File: src/rtl/pcileech_rmii_rx.sv
// RMII receive framer, 100 Mbit/s, one dibit per 50 MHz clock.
// Removes the preamble and SFD. Assembles dibits (LSB first) into bytes.
// Checks the Ethernet FCS residue and reports framing faults per frame.
// Ports:
//   clk, rst_n                      RMII reference clock, async active-low reset
//   eth_crs_dv, eth_rx_data[1:0]    RMII receive pins (data bit 0 is earlier)
//   eth_rx_err                      PHY receive error
//   rx_data[7:0], rx_valid, rx_sof  byte stream; rx_sof marks the first byte
//   rx_eof, rx_len[10:0],           end-of-frame strobe with length,
//   rx_fcs_ok, rx_err               FCS status and fault status
//   stat_frames_ok/bad[15:0]        saturating frame counters
module pcileech_rmii_rx #(
  parameter int unsigned MAX_LEN = 1522,
  parameter int unsigned MIN_LEN = 64
) (
  input  logic        clk,
  input  logic        rst_n,
  input  logic        eth_crs_dv,
  input  logic [1:0]  eth_rx_data,
  input  logic        eth_rx_err,
  output logic [7:0]  rx_data,
  output logic        rx_valid,
  output logic        rx_sof,
  output logic        rx_eof,
  output logic [10:0] rx_len,
  output logic        rx_fcs_ok,
  output logic        rx_err,
  output logic [15:0] stat_frames_ok,
  output logic [15:0] stat_frames_bad
);

  localparam logic [31:0] CRC_RESIDUE = 32'hDEBB20E3;
  localparam logic [10:0] MAX_L       = 11'(MAX_LEN);
  localparam logic [10:0] MIN_L       = 11'(MIN_LEN);

  typedef enum logic [1:0] {DROP, IDLE, PREAMBLE, DATA} state_t;

  state_t      state_q, state_d;
  // s_* : registered pins; p_* : the sample being decided; h_dv_q : the one before it
  logic        s_dv_q, s_er_q, p_dv_q, p_er_q, h_dv_q;
  logic [1:0]  s_d_q, p_d_q;
  logic [5:0]  sh_q, sh_d;
  logic [1:0]  cnt_q, cnt_d;
  logic [10:0] len_q, len_d;
  logic [31:0] crc_q, crc_d;
  logic        ferr_q, ferr_d;
  logic [7:0]  data_q, data_d;
  logic        valid_q, valid_d, sof_q, sof_d, eof_q, eof_d;
  logic [10:0] olen_q, olen_d;
  logic        fok_q, fok_d, oerr_q, oerr_d;
  logic [15:0] ok_q, ok_d, bad_q, bad_d;
  logic        commit, eoc;
  logic [7:0]  byte_w;

  function automatic logic [31:0] crc_byte(input logic [31:0] c, input logic [7:0] b);
    logic [31:0] r;
    r = c;
    for (int unsigned i = 0; i < 8; i++)
      r = (r >> 1) ^ (((r[0] ^ b[i]) != 1'b0) ? 32'hEDB88320 : '0);
    return r;
  endfunction

  // A low sample is committed only when it sits between two high samples
  // (mid-frame CRS_DV toggling). After end of carrier, the last low sample
  // before the next frame is not treated as data.
  assign commit = p_dv_q | (s_dv_q & h_dv_q);
  assign eoc    = ~p_dv_q & ~h_dv_q;

  always_comb begin
    state_d = state_q;
    sh_d    = sh_q;
    cnt_d   = cnt_q;
    len_d   = len_q;
    crc_d   = crc_q;
    ferr_d  = ferr_q;
    data_d  = data_q;
    valid_d = 1'b0;
    sof_d   = 1'b0;
    eof_d   = 1'b0;
    olen_d  = olen_q;
    fok_d   = fok_q;
    oerr_d  = oerr_q;
    ok_d    = ok_q;
    bad_d   = bad_q;
    byte_w  = {p_d_q, sh_q};

    unique case (state_q)
      DROP: begin
        if (eoc) state_d = IDLE;
      end
      IDLE: begin
        if (commit) state_d = (p_d_q == 2'b01) ? PREAMBLE : DROP;
      end
      PREAMBLE: begin
        if (eoc) begin
          state_d = IDLE;
        end else if (commit) begin
          if (p_d_q == 2'b11) begin
            state_d = DATA;
            crc_d   = '1;
            len_d   = '0;
            cnt_d   = '0;
            ferr_d  = 1'b0;
          end else if (p_d_q != 2'b01) begin
            state_d = DROP;
          end
        end
      end
      DATA: begin
        if (p_er_q) ferr_d = 1'b1;
        if (eoc) begin
          eof_d   = 1'b1;
          olen_d  = len_q;
          fok_d   = (crc_q == CRC_RESIDUE);
          oerr_d  = ferr_q | p_er_q | (cnt_q != 2'd0) | (len_q < MIN_L);
          state_d = IDLE;
        end else if (commit) begin
          cnt_d = cnt_q + 2'd1;
          sh_d  = {p_d_q, sh_q[5:2]};
          if (cnt_q == 2'd3) begin
            if (len_q == MAX_L) begin
              eof_d   = 1'b1;
              olen_d  = MAX_L;
              fok_d   = (crc_q == CRC_RESIDUE);
              oerr_d  = 1'b1;
              state_d = DROP;
            end else begin
              valid_d = 1'b1;
              data_d  = byte_w;
              sof_d   = (len_q == 11'd0);
              len_d   = len_q + 11'd1;
              crc_d   = crc_byte(crc_q, byte_w);
            end
          end
        end
      end
      default: state_d = DROP;
    endcase

    if (eof_d) begin
      if (!oerr_d && fok_d) begin
        if (ok_q != '1) ok_d = ok_q + 16'd1;
      end else begin
        if (bad_q != '1) bad_d = bad_q + 16'd1;
      end
    end
  end

  always_ff @(posedge clk or negedge rst_n) begin
    if (!rst_n) begin
      // Carrier is assumed present after reset so two real low samples are required
      s_dv_q  <= 1'b1;
      p_dv_q  <= 1'b1;
      h_dv_q  <= 1'b1;
      s_er_q  <= 1'b0;
      p_er_q  <= 1'b0;
      s_d_q   <= '0;
      p_d_q   <= '0;
      state_q <= DROP;
      sh_q    <= '0;
      cnt_q   <= '0;
      len_q   <= '0;
      crc_q   <= '1;
      ferr_q  <= 1'b0;
      data_q  <= '0;
      valid_q <= 1'b0;
      sof_q   <= 1'b0;
      eof_q   <= 1'b0;
      olen_q  <= '0;
      fok_q   <= 1'b0;
      oerr_q  <= 1'b0;
      ok_q    <= '0;
      bad_q   <= '0;
    end else begin
      s_dv_q  <= eth_crs_dv;
      s_d_q   <= eth_rx_data;
      s_er_q  <= eth_rx_err;
      p_dv_q  <= s_dv_q;
      p_d_q   <= s_d_q;
      p_er_q  <= s_er_q;
      h_dv_q  <= p_dv_q;
      state_q <= state_d;
      sh_q    <= sh_d;
      cnt_q   <= cnt_d;
      len_q   <= len_d;
      crc_q   <= crc_d;
      ferr_q  <= ferr_d;
      data_q  <= data_d;
      valid_q <= valid_d;
      sof_q   <= sof_d;
      eof_q   <= eof_d;
      olen_q  <= olen_d;
      fok_q   <= fok_d;
      oerr_q  <= oerr_d;
      ok_q    <= ok_d;
      bad_q   <= bad_d;
    end
  end

  assign rx_data         = data_q;
  assign rx_valid        = valid_q;
  assign rx_sof          = sof_q;
  assign rx_eof          = eof_q;
  assign rx_len          = olen_q;
  assign rx_fcs_ok       = fok_q;
  assign rx_err          = oerr_q;
  assign stat_frames_ok  = ok_q;
  assign stat_frames_bad = bad_q;

endmodule

File: config.mk
export PLATFORM = sky130hd
export DESIGN_NAME = pcileech_rmii_rx
export DESIGN_NICKNAME = d
export VERILOG_FILES = /design/src/rtl/pcileech_rmii_rx.sv
export SDC_FILE = /design/constraint.sdc
export NUM_CORES = 1
export LEC_CHECK = 0
export CAP_MARGIN = 30
export CORE_MARGIN = 3
export CORE_UTILIZATION = 25
export DETAILED_ROUTE_END_ITERATION = 7
export HOLD_SLACK_MARGIN = 0.03
export PLACE_DENSITY = 0.46
export SYNTH_ARGS = -nofsm -noshare
export SYNTH_HDL_FRONTEND = slang
export SYNTH_SLANG_ARGS = --single-unit
File: constraint.sdc
create_clock -name clk -period 3.3 [get_ports clk]
set_clock_uncertainty 0.15 [all_clocks]
set_input_delay 0.66 -clock clk [delete_from_list [all_inputs] [get_ports clk]]
set_output_delay 0.66 -clock clk [all_outputs]
set_load 0.03 [all_outputs]
* Yosys cells after proc, flatten, opt, wreduce, memory -nomap -nowiden
Index checks and enable logic that the tools add are counted.
W data, S select, Z words.
** Operators by class
- Multiplexer cells :: 76
- Bitwise operators :: 27
- Reduce and logical (&&, ||, !) cells :: 18
- Order comparisons :: 1
- Eq/ne operators :: 26
- Add/sub/neg operators :: 4
** Operator list (count)
- $mux W32 :: 15
- $xor A31 B32 Y32 :: 8
- $mux W11 :: 11
- $pmux W32 S2 :: 1
- $add A16 B1 Y16 const B :: 2
- $eq A32 B32 Y1 const B :: 1
- $mux W2 :: 16
- $ne A16 B16 Y1 const B :: 2
- $mux W1 :: 29
- $pmux W11 S2 :: 1
- $ne A2 B2 Y1 const B :: 10
- $ne A3 B3 Y1 const B :: 4
- $add A11 B1 Y11 const B :: 1
- $eq A11 B11 Y1 const B :: 1
- $logic_not A11 Y1 :: 1
- $lt A11 B7 Y1 const B :: 1
- $reduce_and A5 Y1 :: 2
- $reduce_bool A2 Y1 :: 5
- $reduce_and A3 Y1 :: 3
- $eq A2 B2 Y1 const B :: 4
- $pmux W2 S4 :: 1
- $reduce_and A8 Y1 :: 1
- $xor A1 B1 Y1 :: 8
- $reduce_and A7 Y1 :: 1
- 14 further kinds :: 23
** Word-level totals
- Word-level logic and storage cells :: 174
- Bits in registers :: 119

* Logic depth before layout (Yosys ltp)
Gate-level depths: netlist (run 1).
- Depth in word-level cells :: 29
- Gate-level depth with buffers :: 10
- Depth with buffers taken out :: 9

* Worst setup path after synthesis (run 1)
Ideal clock, no wire load.
- Path type :: register -> register
- From :: register crc_q[19]
- To :: register ok_q[1], in the netlist stat_frames_ok[1]
- Slack :: 859 ps
- Required time :: 3025 ps
- Library setup time :: 125 ps
- Path buffers :: 1
- Cell stages (with the launch flop) :: 7
- Data arrival time :: 2166 ps
- Path through :: dfstp_2 nand4b_1 or4b_1 nor4_4 and2_1 buf_2 mux2_2
** On the way
- Word-level cells in the longest chain between the ends :: 8
** RTL lines
- start: declaration :: RTL line 45 : logic [31:0] crc_q, crc_d;
- start signal: assignment :: RTL line 186 : crc_q <= crc_d;
- $eq A32 B32 Y1 * :: RTL line 114, 124
- $mux W1 :: RTL line 121 : if (len_q == MAX_L) begin
- $mux W1 :: RTL line 120 : if (cnt_q == 2'd3) begin
- $mux W1 :: RTL line 117 : end else if (commit) begin
- $mux W1 * :: RTL line 111 : if (eoc) begin
- $mux W1 * :: RTL line 87 : unique case (state_q)
- $logic_and A1 B1 Y1 * :: RTL line 141 : if (!oerr_d && fok_d) begin
- $reduce_and A3 Y1 (no line) *
- end signal: assignment :: RTL line 195 : ok_q <= ok_d;
- end: declaration :: RTL line 51 : logic [15:0] ok_q, ok_d, bad_q, bad_d;
Mark *: on every way between the ends. The rest lies on a longest branch, timed or not.
A chain may end at the register's enable or synchronous reset.

* Worst setup path in the final report (run 1)
- From :: register crc_q[7]
- To :: register ok_q[1], in the netlist stat_frames_ok[1]
Same word-level chain as after synthesis.

==> flow_summary.json, run 1 <==
{
  "yosysUniqueCellTypes": 53,
  "cts-root-buf": "clkbuf_16",
  "worstPathRequired_ns": 3.45,
  "critPathKind": "register to register",
  "dr.pass1.iters": 4,
  "core-area_mm2": 0.0220,
  "hold_path_class": "input port to asynchronous set/reset pin",
  "vias_per_cell": 4.49,
  "drt_wl_total_mm": 13.3,
  "rr_worst_depth": 5,
  "first_global_vias": 4040,
  "h-tree-depth": 4,
  "io_buffers": 61,
  "cts_sinks": 119,
  "start_kind": "register",
  "cts_buffer_depth": 2,
  "n_antenna_cell": 0,
  "overflow": 0,
  "setup_viol": 0,
  "max_cap_violations": 0,
  "grt_use_total": 0.114,
  "dp_worst_setup_slack_ns": 0.473,
  "ys_ff_latch": 119,
  "place_congestion": 0.868,
  "grt_pass1_wl_mm": 22.0,
  "worst_pin_slew_ns": 0.668,
  "layout.cells.non_filler": 872,
  "synth_edf_count": 0,
  "clkTransAtPathRegs_ns": 0.05,
  "synth_compound_area_frac": 0.0714,
  "avgSynthCellArea_um2": 11.3,
  "cts_made_buffers": 17,
  "tns_ns": 0,
  "cts_resized": 0,
  "syn_to_final_growth_pct": 29.4,
  "rsz0062_at_grt": "false",
  "critPathMaxFanout": 9,
  "start_util": 0.257,
  "synthMuxAreaShare": 0.0354,
  "vias": 3918,
  "post-route-min-period_ns": 2.78,
  "placed_cells_incl_taps": 840,
  "drt-wirelength-per-cell_um": 15.2,
  "io_pins": 62,
  "layout.cells.most_common": "dfrtp_1",
  "grt_max_degree": 53,
  "slew_violations": 0,
  "finalHoldViolations": 0,
  "dieHeight_um": 156,
  "die_x_um": 156,
  "max-slew-margin-rel": 0.552,
  "cts_setup_buffers": 0,
  "seq_area_frac_synth": 0.534,
  "cts_tree": "done",
  "synthAdderAreaFrac": 0.0155,
  "timing.final.crit_share": 0.843,
  "ctsHoldBuffers": 0,
  "yosys_warnings": 0,
  "postSynth.asyncResetShare": 1.00,
  "vdd_drop_max_mv": 0.538,
  "cp.arrival_ns": 2.93,
  "synth_top_area_frac": 0.371,
  "antenna_found_initial": 0,
  "synth_area_leaders": "dfrtp_1 (37%), dfstp_2 (16%), xnor2_1 (10%), xor2_1 (5.3%), nor2_1 (3.4%)",
  "cp-end-kind": "register",
  "initialDrtViolationCount": 146,
  "synth_top_family_by_area": "XOR/XNOR gates",
  "fin_nets": 592,
  "num_rows": 54,
  "syn_nets": 512,
  "post-synth-top-area-cell": "dfrtp_1",
  "finalWorstSetupSlack_ns": 0.519,
  "synth_flop_cell": "dfrtp_1",
  "synth-simple-area-share": 0.150,
  "yosys.area_share.xor_xnor": 0.177,
  "final_cell_mix": "dfrtp_1 (84), xnor2_1 (67), clkdlybuf4s50_1 (60)",
  "outcome": "complete, no violations",
  "p_leak_uw": 0.00305,
  "n_fill_cell": 2213,
  "netlist_area_mm2": 0.00566,
  "route.detailed.drc": 0,
  "clk_latency_ns": 0.42,
  "drive_gt1_frac": 0.188,
  "die_area_mm2": 0.0245,
  "power.density_mw_per_mm2": 1040,
  "fmax_mhz": 360,
  "drtAntennaViolNets": 0,
  "hpwl_mm": 9.35,
  "syn_inst": 499
}
==> metal layers <==
layer	vias up	global-route usage	part of all wire
met1	1936	0.161	0.51
li1	1894	-	-
met5	-	0	0
met2	78	0.168	0.44
met3	10	0.0348	0.041
met4	0	0.0358	0.010
==> where the power goes <==
group	internal (uW)	switching (uW)
clock network	1380	671
registers	1910	325
logic	1610	1750
total	4900	2750
==> through the flow <==
stage	area [um^2]	total power (uW)	hold slack [ns]	utilization
after floorplan	5660	4770	0.181	-
after global placement	6670	5630	0.182	0.303
after detailed placement	6670	5630	0.185	0.303
after CTS	7320	7740	0.127	0.332
after global routing	7320	8160	0.153	0.332
final	7320	7650	0.109	0.332
==> Yosys cell counts, types with 2 or more instances <==
library cell	number
dfrtp_1	84
nand3_1	18
nor4b_1	2
xnor2_1	67
nand2_1	26
nor4_1	3
clkbuf_1	7
o21ai_0	12
nor4bb_1	2
o22a_1	7
buf_2	4
inv_1	6
and2_1	2
and4_1	5
and3_1	13
xnor2_2	4
a22o_1	2
mux2i_1	2
nor2_1	52
a31oi_1	5
or4_1	2
xor2_1	34
dfstp_2	35
mux2_2	16
nand4b_1	2
nor3b_1	3
ha_1	7
nor3_1	5
a21oi_1	35
or3_1	3
nand4_1	12
==> flip-flops by register name (all words and copies together), names as in the netlist, 6 cells and up <==
signal           cells
sh_q                 6
crc_q               32
rx_len              11
len_q               11
rx_data              8
stat_frames_bad     16
stat_frames_ok      16
==> critical path, cell delays in order (launching register included) <==
cell and delay [ns]:
dfstp_2 0.56, nor4bb_1 0.47, nand4_1 0.28, nor4_4 0.42, and2_1 0.42, mux2_2 0.37
==> cell type report <==
| cell class | instances | area [um^2] | share of cell area |
|---|---|---|---|
| Clock buffer | 20 | 457 | 0.0624 |
| Clock inverter | 12 | 200 | 0.0273 |
| Inverter | 8 | 32.5 | 0.00444 |
| Multi-Input combinational cell | 359 | 2540 | 0.347 |
| Sequential cell | 119 | 3020 | 0.413 |
| Tap cell | 280 | 350 | 0.0478 |
| Timing Repair Buffer | 74 | 718 | 0.0981 |
==> worst paths after layout <==
kind                            startpoint                   to  slack (ns)
worst min-delay path                 rst_n  stat_frames_bad[14]        0.11
min in group clk                    s_er_q               p_er_q        0.20
worst max-delay path              crc_q[7]    stat_frames_ok[1]        0.52
worst min register to register      s_er_q               p_er_q        0.20
worst max register to register    crc_q[7]    stat_frames_ok[1]        0.52
max in group asynchronous            rst_n               h_dv_q        2.13
==> kinds of logic (layout without fill, tap and decap cells) <==
kind of cell               count (synthesis)  after routing
AOI/OAI and AO/OA                         67             67
muxes                                     18             18
xor gates and xnor gates                 107            107
DFF                                      119            119
adders and majority gates                  7              7
buffers and inverters                     21            114
and+or+nand+nor                          160            160
Note: power is estimated with default switching activity, not from simulation.
==> run 2: changes to the inputs <==
--- a/config.mk
+++ b/config.mk
@@ -10,7 +10,7 @@
 export CORE_UTILIZATION = 25
 export DETAILED_ROUTE_END_ITERATION = 7
 export HOLD_SLACK_MARGIN = 0.03
-export PLACE_DENSITY = 0.46
+export PLACE_DENSITY = 0.47
 export SYNTH_ARGS = -nofsm -noshare
 export SYNTH_HDL_FRONTEND = slang
 export SYNTH_SLANG_ARGS = --single-unit
==> constraint.sdc (replaced) <==
create_clock -name clk -period 2.4 [get_ports clk]
set_clock_uncertainty 0.15 [all_clocks]
set_input_delay 0.48 -clock clk [delete_from_list [all_inputs] [get_ports clk]]
set_output_delay 0.48 -clock clk [all_outputs]
set_load 0.03 [all_outputs]
==> run 2 against run 1 <==
  * Utilization rose by 1.8 points
  * Maximum frequency rose by 19%
  * Critical path type unchanged
  * Hold slack improved by 0.087 ns
  * Sequential share of layout area fell by 2.1 points
  * Setup slack got worse by 0.45 ns
  * Sequential power rose by 36%
==> flow_summary.json, run 2 (synthesis gave the netlist of run 1 again) <==
{
  "outcome": "complete, no violations",
  "vias_per_cell": 4.49,
  "drtAntennaViolNets": 0,
  "worst_pin_slew_ns": 0.466,
  "layout.cells.non_filler": 918,
  "num_rows": 54,
  "p_leak_uw": 0.00328,
  "place_congestion": 0.815,
  "io_buffers": 61,
  "hold-path-cell-count": 0,
  "die_x_um": 156,
  "reg2reg_from": "crc_q[19]",
  "grt_pass1_wl_mm": 22.9,
  "grt_use_total": 0.117,
  "slew_violations": 0,
  "core-area_mm2": 0.0220,
  "rsz0062_at_grt": "true",
  "critPathTopFamily": "simple AND/OR/NAND/NOR gates",
  "start_util": 0.257,
  "reg2reg_to": "stat_frames_ok[15]",
  "largest-register": "crc_q",
  "fin_nets": 638,
  "cts_made_buffers": 17,
  "overflow": 0,
  "whs_endpoint": "p_er_q",
  "cts_buffer_depth": 2,
  "vdd_drop_max_mv": 1.04,
  "post-route-min-period_ns": 2.34,
  "n_fill_cell": 2191,
  "dr.pass1.iters": 6,
  "h-tree-depth": 4,
  "first_global_vias": 4302,
  "fmax_mhz": 428,
  "drive_gt1_frac": 0.263,
  "setup_viol": 0,
  "clk_latency_ns": 0.42,
  "rr_worst_depth": 7,
  "die_area_mm2": 0.0245,
  "power.density_mw_per_mm2": 1400,
  "met1Wirelength_mm": 6.87,
  "clkTransAtPathRegs_ns": 0.06,
  "syn_to_final_growth_pct": 36.5,
  "r2r_slack_ns": 0.06,
  "n_antenna_cell": 0,
  "start_kind": "register",
  "cts-root-buf": "clkbuf_16",
  "max_cap_violations": 0,
  "initialDrtViolationCount": 147,
  "final_cell_mix": "dfrtp_1 (84), xnor2_1 (66), clkdlybuf4s50_1 (60)",
  "vias": 4123,
  "io_pins": 62,
  "max-slew-margin-rel": 0.689,
  "worstPathRequired_ns": 2.59,
  "cpPeakStageDelay_ns": 0.53,
  "timing.final.crit_share": 0.973,
  "wl_met2_mm": 6.27,
  "cts_tree": "done",
  "drt_wl_total_mm": 13.8,
  "hold_path_class": "register to register",
  "cp_num_buf_inv": 1,
  "placed_cells_incl_taps": 883,
  "cp.arrival_ns": 2.53,
  "hpwl_mm": 9.95,
  "critPathKind": "register to register",
  "dp_worst_setup_slack_ns": -0.0637,
  "path_cells": "nand4b_1 -> or4b_4 -> nor4_4 -> buf_4 -> nand3_2 -> nor3_2 -> xor2_1",
  "largest_register_ff_count": 32,
  "critPathMaxFanout": 4,
  "antenna_found_initial": 0,
  "drt-wirelength-per-cell_um": 15.0,
  "highest_layer": "met4",
  "cts_sinks": 119,
  "slowest_stage": "dfstp_2",
  "layout.cells.most_common": "dfrtp_1",
  "finalHoldViolations": 0,
  "dieHeight_um": 156,
  "min_from": "s_er_q",
  "route.detailed.drc": 0,
  "route.met3.wl_um": 459,
  "finalWorstSetupSlack_ns": 0.0650,
  "cp-end-kind": "register",
  "grt_max_degree": 56
}
==> run 2: where the power goes <==
group | switching [uW] | internal, uW
clock | 892 | 1740
combinational | 2510 | 2600
sequential | 417 | 2620
==> run 2: stage by stage <==
| stage | cell area (um^2) | power [uW] | setup TNS [ns] | util | hold slack (ns) |
|---|---|---|---|---|---|
| 6_report | 7720 | 10800 | 0 | 0.351 | 0.196 |
| 5_1_grt | 7720 | 11500 | -0.196 | 0.351 | 0.211 |
| 4_1_cts | 7640 | 10800 | 0 | 0.347 | 0.197 |
| 3_5_place_dp | 7000 | 8090 | -0.249 | 0.318 | 0.186 |
| 3_3_place_gp | 7000 | 8090 | -0.210 | 0.318 | 0.185 |
| 2_1_floorplan | 5660 | 6550 | 0 | - | 0.0344 |
==> run 2: layout make-up <==
type	count	area [um^2]	share of cell area
tap	280	350	0.0454
clock inverter	8	120	0.0156
clock buffer	24	492	0.0637
timing repair buffer	120	1080	0.140
multi-input combinational	359	2620	0.340
sequential	119	3020	0.391
inverter	8	32.5	0.00421
==> run 2: worst max-delay path by stage <==
stage | start | endpoint | slack [ns] | cells after the start
3_3_place_gp | cnt_q[0] | stat_frames_ok[1] | -0.05 | 7
6_report | crc_q[19] | stat_frames_ok[15] | 0.06 | 7
5_1_grt | len_q[8] | stat_frames_bad[9] | -0.06 | 8
2_1_floorplan | crc_q[19] | stat_frames_ok[1] | 0.04 | 6
3_5_place_dp | cnt_q[0] | stat_frames_ok[3] | -0.06 | 9
4_1_cts | len_q[8] | stat_frames_bad[9] | 0.0007 | 8
==> run 2: layer usage <==
metal  track usage  vias to the layer above
met2         0.181                       75
met3        0.0301                       12
met1         0.160                     2047
met4        0.0400                        0
li1              -                     1989
met5             0                        -
==> run 2: repair_timing <==
action                                  4_1_cts  5_1_grt
hold endpoints to repair                     11        0
endpoints found under the setup margin        6       18
resized for setup                             4       16
hold buffers                                  1        0
pin swaps                                     0        5
setup buffers                                 0        2
==> run 3: changes to the inputs <==
--- a/config.mk
+++ b/config.mk
@@ -9,6 +9,7 @@
 export CORE_MARGIN = 3
 export CORE_UTILIZATION = 25
 export DETAILED_ROUTE_END_ITERATION = 7
+export GPL_ROUTABILITY_DRIVEN = 0
 export HOLD_SLACK_MARGIN = 0.03
 export PLACE_DENSITY = 0.47
 export SYNTH_ARGS = -nofsm -noshare
==> results of run 3 <==
Final layout, timing and power as in run 2 (identical DEF).
